**config.mk**
```make
export PLATFORM = sky130hd
export DESIGN_NAME = seq_detect_sched
export DESIGN_NICKNAME = d
export VERILOG_FILES = /design/src/rtl/seq_detect_pkg.sv /design/src/rtl/seq_detect_sched_matcher.sv /design/src/rtl/seq_detect_sched.sv
export SDC_FILE = /design/constraint.sdc
export NUM_CORES = 1
export LEC_CHECK = 0
export CORE_UTILIZATION = 50
export DETAILED_ROUTE_END_ITERATION = 12
export PLACE_DENSITY_LB_ADDON = 0.2
export SLEW_MARGIN = 20
export SYNTH_ARGS = -nofsm -noshare
export SYNTH_HDL_FRONTEND = slang
export SYNTH_SLANG_ARGS = --single-unit
```
**constraint.sdc**
```tcl
create_clock -name clk -period 2.65 [get_ports clk]
set_input_delay 0.265 -clock clk [delete_from_list [all_inputs] [get_ports clk]]
set_output_delay 0.265 -clock clk [all_outputs]
set_load 0.02 [all_outputs]
```
**src/rtl/seq_detect_pkg.sv**
```systemverilog
// rtl/seq_detect_pkg.sv - shared state encoding and default pattern constants
package seq_detect_pkg;

  // Frame sequencer states
  typedef enum logic [1:0] {
    IDLE = 2'd0,
    RUN  = 2'd1,
    DONE = 2'd2
  } state_t;

  localparam int              DEF_PAT_W   = 5;
  localparam logic [4:0]      DEF_PATTERN = 5'b11011;

endpackage

```
**src/rtl/seq_detect_sched_matcher.sv**
```systemverilog
// rtl/seq_detect_sched_matcher.sv - overlapping serial pattern matcher with fill tracking
module pattern_matcher #(
  parameter int               PAT_W   = 5,
  parameter logic [PAT_W-1:0] PATTERN = 5'b11011
) (
  input  logic clk,
  input  logic reset,
  input  logic clr,
  input  logic shift,
  input  logic din,
  output logic hit
);

  localparam int FILL_W = $clog2(PAT_W + 1);

  logic [PAT_W-1:0]  window_q, window_d;
  logic [FILL_W-1:0] fill_q, fill_d;
  logic [PAT_W-1:0]  window_shifted;

  // Window as it will look after this cycle's bit; hit is judged on it so a
  // match on the final bit of a frame is reported in the same cycle.
  always_comb begin
    window_shifted = {window_q[PAT_W-2:0], din};
    hit            = shift && (fill_q >= FILL_W'(PAT_W - 1)) && (window_shifted == PATTERN);
  end

  // Next window/fill: clear wins over shift; fill saturates at PAT_W.
  always_comb begin
    window_d = window_q;
    fill_d   = fill_q;
    if (clr) begin
      window_d = '0;
      fill_d   = '0;
    end else if (shift) begin
      window_d = window_shifted;
      if (fill_q != FILL_W'(PAT_W)) begin
        fill_d = fill_q + FILL_W'(1);
      end
    end
  end

  // Window and fill registers
  always_ff @(posedge clk) begin
    if (reset) begin
      window_q <= '0;
      fill_q   <= '0;
    end else begin
      window_q <= window_d;
      fill_q   <= fill_d;
    end
  end

endmodule

```
**src/rtl/seq_detect_sched.sv**
```systemverilog
// rtl/seq_detect_sched.sv - round-robin scheduler sharing one pattern matcher across channels
module seq_detect_sched
  import seq_detect_pkg::*;
#(
  parameter int               NCH     = 4,
  parameter int               PAT_W   = DEF_PAT_W,
  parameter logic [PAT_W-1:0] PATTERN = DEF_PATTERN,
  parameter int               LEN_W   = 8,
  parameter int               CNT_W   = 8,
  localparam int              CH_W    = $clog2(NCH)
) (
  input  logic             clk,
  input  logic             reset,
  input  logic [NCH-1:0]   req,
  input  logic [NCH-1:0]   bit_valid,
  input  logic [NCH-1:0]   bit_in,
  input  logic [LEN_W-1:0] frame_len,
  input  logic             abort,
  output logic [NCH-1:0]   gnt,
  output logic             busy,
  output logic             done,
  output logic [CH_W-1:0]  done_ch,
  output logic [CNT_W-1:0] match_cnt
);

  state_t           state_q, state_d;
  logic [NCH-1:0]   gnt_q, gnt_d;
  logic [CH_W-1:0]  gnt_idx_q, gnt_idx_d;
  logic [CH_W-1:0]  rr_ptr_q, rr_ptr_d;
  logic [CH_W-1:0]  done_ch_q, done_ch_d;
  logic [LEN_W-1:0] len_q, len_d;
  logic [LEN_W-1:0] bit_cnt_q, bit_cnt_d;
  logic [CNT_W-1:0] match_cnt_q, match_cnt_d;

  logic             arb_found;
  logic [CH_W-1:0]  arb_pick;
  logic [CH_W-1:0]  arb_next_ptr;
  logic [CH_W:0]    arb_idx;
  logic [CH_W:0]    arb_inc;

  logic             m_clr;
  logic             m_shift;
  logic             m_din;
  logic             m_hit;
  logic [LEN_W-1:0] bit_cnt_inc;

  // Round-robin search: first requester at or above rr_ptr, wrapping mod NCH.
  always_comb begin
    arb_found    = 1'b0;
    arb_pick     = '0;
    arb_idx      = '0;
    arb_inc      = '0;
    arb_next_ptr = '0;
    for (int k = 0; k < NCH; k++) begin
      arb_idx = {1'b0, rr_ptr_q} + (CH_W+1)'(k);
      if (arb_idx >= (CH_W+1)'(NCH)) begin
        arb_idx = arb_idx - (CH_W+1)'(NCH);
      end
      if (!arb_found && req[arb_idx[CH_W-1:0]]) begin
        arb_found = 1'b1;
        arb_pick  = arb_idx[CH_W-1:0];
      end
    end
    arb_inc = {1'b0, arb_pick} + (CH_W+1)'(1);
    if (arb_inc == (CH_W+1)'(NCH)) begin
      arb_next_ptr = '0;
    end else begin
      arb_next_ptr = arb_inc[CH_W-1:0];
    end
  end

  // Frame sequencer: grant, bit consumption, hit counting, done/abort handling.
  always_comb begin
    state_d     = state_q;
    gnt_d       = gnt_q;
    gnt_idx_d   = gnt_idx_q;
    rr_ptr_d    = rr_ptr_q;
    done_ch_d   = done_ch_q;
    len_d       = len_q;
    bit_cnt_d   = bit_cnt_q;
    match_cnt_d = match_cnt_q;
    m_clr       = 1'b0;
    m_shift     = 1'b0;
    m_din       = bit_in[gnt_idx_q];
    bit_cnt_inc = bit_cnt_q + LEN_W'(1);

    case (state_q)
      IDLE: begin
        if (arb_found) begin
          m_clr       = 1'b1;
          len_d       = frame_len;
          bit_cnt_d   = '0;
          match_cnt_d = '0;
          rr_ptr_d    = arb_next_ptr;
          gnt_idx_d   = arb_pick;
          if (frame_len == '0) begin
            // Empty frame: report immediately, never assert gnt.
            state_d   = DONE;
            done_ch_d = arb_pick;
            gnt_d     = '0;
          end else begin
            state_d = RUN;
            gnt_d   = {{(NCH-1){1'b0}}, 1'b1} << arb_pick;
          end
        end
      end

      RUN: begin
        if (abort) begin
          // Abort beats a coincident last bit; the bit is not consumed.
          state_d = IDLE;
          gnt_d   = '0;
        end else if (bit_valid[gnt_idx_q]) begin
          m_shift   = 1'b1;
          bit_cnt_d = bit_cnt_inc;
          if (m_hit && (match_cnt_q != {CNT_W{1'b1}})) begin
            match_cnt_d = match_cnt_q + CNT_W'(1);
          end
          if (bit_cnt_inc == len_q) begin
            state_d   = DONE;
            gnt_d     = '0;
            done_ch_d = gnt_idx_q;
          end
        end
      end

      DONE: begin
        state_d = IDLE;
      end

      default: begin
        state_d = IDLE;
        gnt_d   = '0;
      end
    endcase
  end

  // State and datapath registers
  always_ff @(posedge clk) begin
    if (reset) begin
      state_q     <= IDLE;
      gnt_q       <= '0;
      gnt_idx_q   <= '0;
      rr_ptr_q    <= '0;
      done_ch_q   <= '0;
      len_q       <= '0;
      bit_cnt_q   <= '0;
      match_cnt_q <= '0;
    end else begin
      state_q     <= state_d;
      gnt_q       <= gnt_d;
      gnt_idx_q   <= gnt_idx_d;
      rr_ptr_q    <= rr_ptr_d;
      done_ch_q   <= done_ch_d;
      len_q       <= len_d;
      bit_cnt_q   <= bit_cnt_d;
      match_cnt_q <= match_cnt_d;
    end
  end

  pattern_matcher #(
    .PAT_W   (PAT_W),
    .PATTERN (PATTERN)
  ) u_matcher (
    .clk   (clk),
    .reset (reset),
    .clr   (m_clr),
    .shift (m_shift),
    .din   (m_din),
    .hit   (m_hit)
  );

  assign gnt       = gnt_q;
  assign busy      = (state_q == RUN);
  assign done      = (state_q == DONE);
  assign done_ch   = done_ch_q;
  assign match_cnt = match_cnt_q;

endmodule

```
* After elaboration in Yosys (flattened, before gate mapping) *
Index checks and enable logic that the tools add are counted.

storage, ports and cells
  word-level logic and storage cells = 124
  register bits after elaboration = 43
  input bits = 23

operators by class
  bitwise gates (word level) = 1
  $add $sub $neg = 11
  equality and inequality tests = 15
  reduce and logical (&&, ||, !) cells = 20
  mux-type cells = 56
  order comparisons = 10
  shift-type cells = 1

operators with widths
  cell                                                                  number
  8-bit two-way mux                                                     6
  2-bit two-way mux                                                     19
  8-bit case mux with 2 select lines                                    2
  4-bit two-way mux                                                     5
  8-bit by 1-bit adder with 8-bit output, second input constant         2
  2-bit by 3-bit < comparator with 1-bit output, second input constant  5
  1-bit two-way mux                                                     15
  1-bit binary-select mux with 2-bit select                             6
  3-bit >= comparator, second input constant                            4
  4-bit case mux with 3 select lines                                    1
  8-bit equality test                                                   1
  8-bit logical NOT                                                     1
  8-bit != test, second input constant                                  1
  2-bit case mux with 2 select lines                                    2
  4-bit AND reduction                                                   2
  2-bit by 1-bit subtractor with 2-bit output, second input constant    4
  2-bit by 1-bit adder with 3-bit output, second input constant         2
  2-bit by 2-bit adder with 3-bit output, second input constant         2
  1-bit logical AND                                                     6
  2-bit by 1-bit != test with 1-bit output, second input constant       3
  2-bit != test, second input constant                                  3
  3-bit by 2-bit != test with 1-bit output, second input constant       2
  6-bit AND reduction                                                   1
  5-bit equality test, second input constant                            1
  other kinds (15)                                                      18

* Longest topological paths before layout *
  depth in word-level cells = 18
  gate-level depth with buffers = 8

* Cells and area by module *
Synthesis repeated with hierarchy kept, for this count alone.

second synthesis, totals
  cells, all modules = 295
  area, all modules = 2666.3 um2

modules (own cells, without submodules)
  module            sequential area each (um2)  area each (um2)  cells each  instances
  seq_detect_sched  720.7                       2314.7           262         1
  pattern_matcher   140.1                       351.6            33          1

* Worst setup path before layout *
No wires, ideal clock.

  path type = register to register
  start point = register bit_cnt_q[0]
  end point = register gnt_q[0] (netlist: gnt[0])
  setup time = 117 ps
  arrival = 2219 ps
  stages on the path, launching flop included = 8
  setup slack = 313 ps
  period minus slack after synthesis = 2337 ps
  path buffers = 0
  required time = 2533 ps
  cells stage by stage = dfxtp_1 ha_1 xor2_1 a211oi_1 nand4_1 o41a_1 or3_4 a32o_2

between the ends
  longest elaborated chain between the ends = 4

ends and longest elaborated chain
  what                                                line                     text
  start: declaration                                  seq_detect_sched.sv:32   logic [LEN_W-1:0] bit_cnt_q, bit_cnt_d;
  start signal: assignment                            seq_detect_sched.sv:156  bit_cnt_q <= bit_cnt_d;
  8-bit by 1-bit adder with 8-bit output              seq_detect_sched.sv:85   bit_cnt_inc = bit_cnt_q + LEN_W'(1);
  8-bit equality test                                 seq_detect_sched.sv:119  if (bit_cnt_inc == len_q) begin
  3-bit by 2-bit != test with 1-bit output (no line)  -
  4-bit AND reduction (no line)                       -
  end signal: assignment                              seq_detect_sched.sv:151  gnt_q <= gnt_d;
  end: declaration                                    seq_detect_sched.sv:27   logic [NCH-1:0] gnt_q, gnt_d;

No other way between the ends.
A chain may end at the register's enable or synchronous reset.

* Worst setup path in the final report *
  start point = register bit_cnt_q[0]
  end point = register gnt_q[3] (netlist: gnt[3])

The elaborated chain is that of the path after synthesis.

==> run summary <==
Total wire length: 4.91 mm
Global route overflow: 0
WP data required: 2.84 ns
Type of origin of the critical path: flip-flop
Slew Limit Fails: 0
Gate Count Post-Synth: 272
Seq/Total Area, Yosys: 37.5%
Final setup fails: 0
DR top layer: met4
Final core utilization: 64.7%
GR Util All Layers: 22.1%
Final hold violations: 0
RSZ-0062 raised after global routing: false
DRT met1 WL: 2.39 mm
N_diodes: 0
Initial Utilization: 52.4%
Worst slew margin: 70.5%
Critical path class: reg2reg
Synth Flop Type: dfxtp_1
Area of the multi-input gates: 0.00134 mm2
Vias in the first global route: 1,910
Post-route ant nets: 0
DP HPWL: 3.70 mm
Fin cells: 365
Inst Count DP: 357
Vias per cell: 5.60
Routed length on met3: 157 um
Resized Gates After CTS: 0
Synthesized flop and latch total: 43
Hold Path Class: reg2reg
First-pass GRT wire length: 8.70 mm
Critical Path End Type: flip-flop
Metal2 WL: 2.31 mm
Final Net Count: 344
Root buf cell: clkbuf_8
Peak VDD IR: 0.364 mV
Filler cells: 386
Fin area: 0.00284 mm2
Rows: 24
Routed wire per std cell: 13.5 um
Layout cells sized above 1: 8.63%
Fin crit period: 2.51 ns
Clock Path Buffers: 2
TNS Setup: 0 ns
Core ar.: 0.00438 mm2
Worst hold margin: 0.465 ns
Syn_area_per_cell: 8.44 um2
DR iter-0 viols: 87
CTS sink count: 43
Status: finished, final reports clean
Least-Margin Pin Slew: 0.442 ns
Seq. cell area: 861 um2
Boundary Pins: 39
Full die area: 0.00487 mm2
Die width: 69.8 um
CTS tree: done
Period utilisation layout: 94.6%
Worst-path clk slew: 0.08 ns
Ys async rst share: 0%
# hold bufs at CTS: 0
Pin count of the biggest net entering global routing: 25
Commonest non-fill, non-tap cells in the layout: dfxtp_1, nor2_1, clkdlybuf4s50_1
Design Power: 1.48 mW
Largest cells by area after synthesis: dfxtp_1, nor2_1, mux2i_1
Clock latency on the worst-skew pair: 0.29 ns
Syn_nets: 304
Htree depth: 2
Pwr Density: 523 mW/mm2
Area growth from synthesis to layout: 23.5%
Placer Congestion: 0.810
Buffers on Ports: 38
Setup WS post-layout: 0.142 ns
Die H: 69.8 um
Library cells used by synthesis: 46
Vias: 2,043
Most common cell after layout, fill and taps aside: dfxtp_1
Worst Skew: 0.00744 ns
Total CTS buffers: 5
Post CTS Setup Buffer Count: 0
Leak: 1.08 nW
Crit path DAT: 2.69 ns
Top-area cell type share of the netlist area: 37.5%
FMAX: 0.399 GHz
Initial antenna violation count: 0
Post-synth EDFFs: 0
Crit Path Max Fanout: 6
Placed instance area: 0.00275 mm2
DR pass1 iterations: 4
Area leader, netlist: dfxtp_1
Max_cap viols: 0
Yosys warnings: 0
Dpl ws: 0.158 ns
Mapped Area: 0.00230 mm2
Drc violations: 0
## flip-flops by register name, indices dropped and copies added (netlist names)
signal,count
rr_ptr_q,2
match_cnt,8
u_matcher.fill_q,3
bit_cnt_q,8
done_ch,2
state_q,2
u_matcher.window_q,4
gnt,4
gnt_idx_q,2
len_q,8
## area by class of cell
cell class	count	area share [%]
clock buffers	6	2.56
clock inverters	2	0.441
inverters	11	1.46
multi-input cells	205	47.4
flip-flops and latches	43	30.4
well taps	52	2.29
repair buffers	46	15.5
## report_power, final
| part | leakage [nW] | total (mW) | internal (mW) | switching, mW |
|---|---|---|---|---|
| sequential | 0.350 | 0.722 | 0.682 | 0.0396 |
| combinational | 0.687 | 0.354 | 0.171 | 0.184 |
| clock | 0.0412 | 0.406 | 0.184 | 0.222 |
## logic make-up (layout without fill, tap and decap cells)
kind of cell / Yosys count / in the layout / synth area share [%]
compound gates: 53 / 53 / 14.8
xor+xnor: 13 / 13 / 4.96
fa+ha+maj: 9 / 9 / 4.90
buf+inv: 24 / 65 / 4.25
flops: 43 / 43 / 37.5
mux: 16 / 16 / 8.28
simple gates: 114 / 114 / 25.3
## Yosys cell counts (2+ instances only)
library cell	number
nor3b_1	2
or4_1	2
nand3_1	11
nor4_1	4
nand3b_1	3
clkbuf_1	7
a31oi_1	3
and3_1	2
xor2_1	3
ha_1	9
inv_1	10
nand2_1	19
o21ai_0	9
a211oi_1	5
mux2i_1	13
nand2b_1	3
dfxtp_1	43
or3_1	5
nor3_1	5
nand4_1	6
a21oi_1	23
o211ai_1	2
buf_2	6
xnor2_1	10
nor2_1	40
nor2b_1	4
a32o_2	4
## per-layer routing
metal  vias to the layer above  GRT usage [%]
li1                       1054              -
met5                         -              0
met3                         9           4.65
met1                       942           29.7
met2                        38           34.9
met4                         0           8.00
## worst paths after layout
| path | slack [ns] | depth (start not counted) | startpoint | endpoint |
|---|---|---|---|---|
| hold / removal | 0.47 | 2 | u_matcher.window_q[3] | u_matcher.window_q[3] |
| setup / recovery | 0.14 | 7 | bit_cnt_q[0] | gnt[3] |
| hold reg to reg | 0.47 | 2 | u_matcher.window_q[3] | u_matcher.window_q[3] |
| setup reg to reg | 0.14 | 7 | bit_cnt_q[0] | gnt[3] |
## critical path, stage by stage (launching register included)
cell and delay (ns):
dfxtp_1 0.43, ha_1 0.28, xor2_1 0.15, a211oi_1 0.22, nand4_1 0.12, o41a_1 0.48, or3_4 0.44, a32o_2 0.28
No activity file was read; power rests on OpenSTA's default activity.
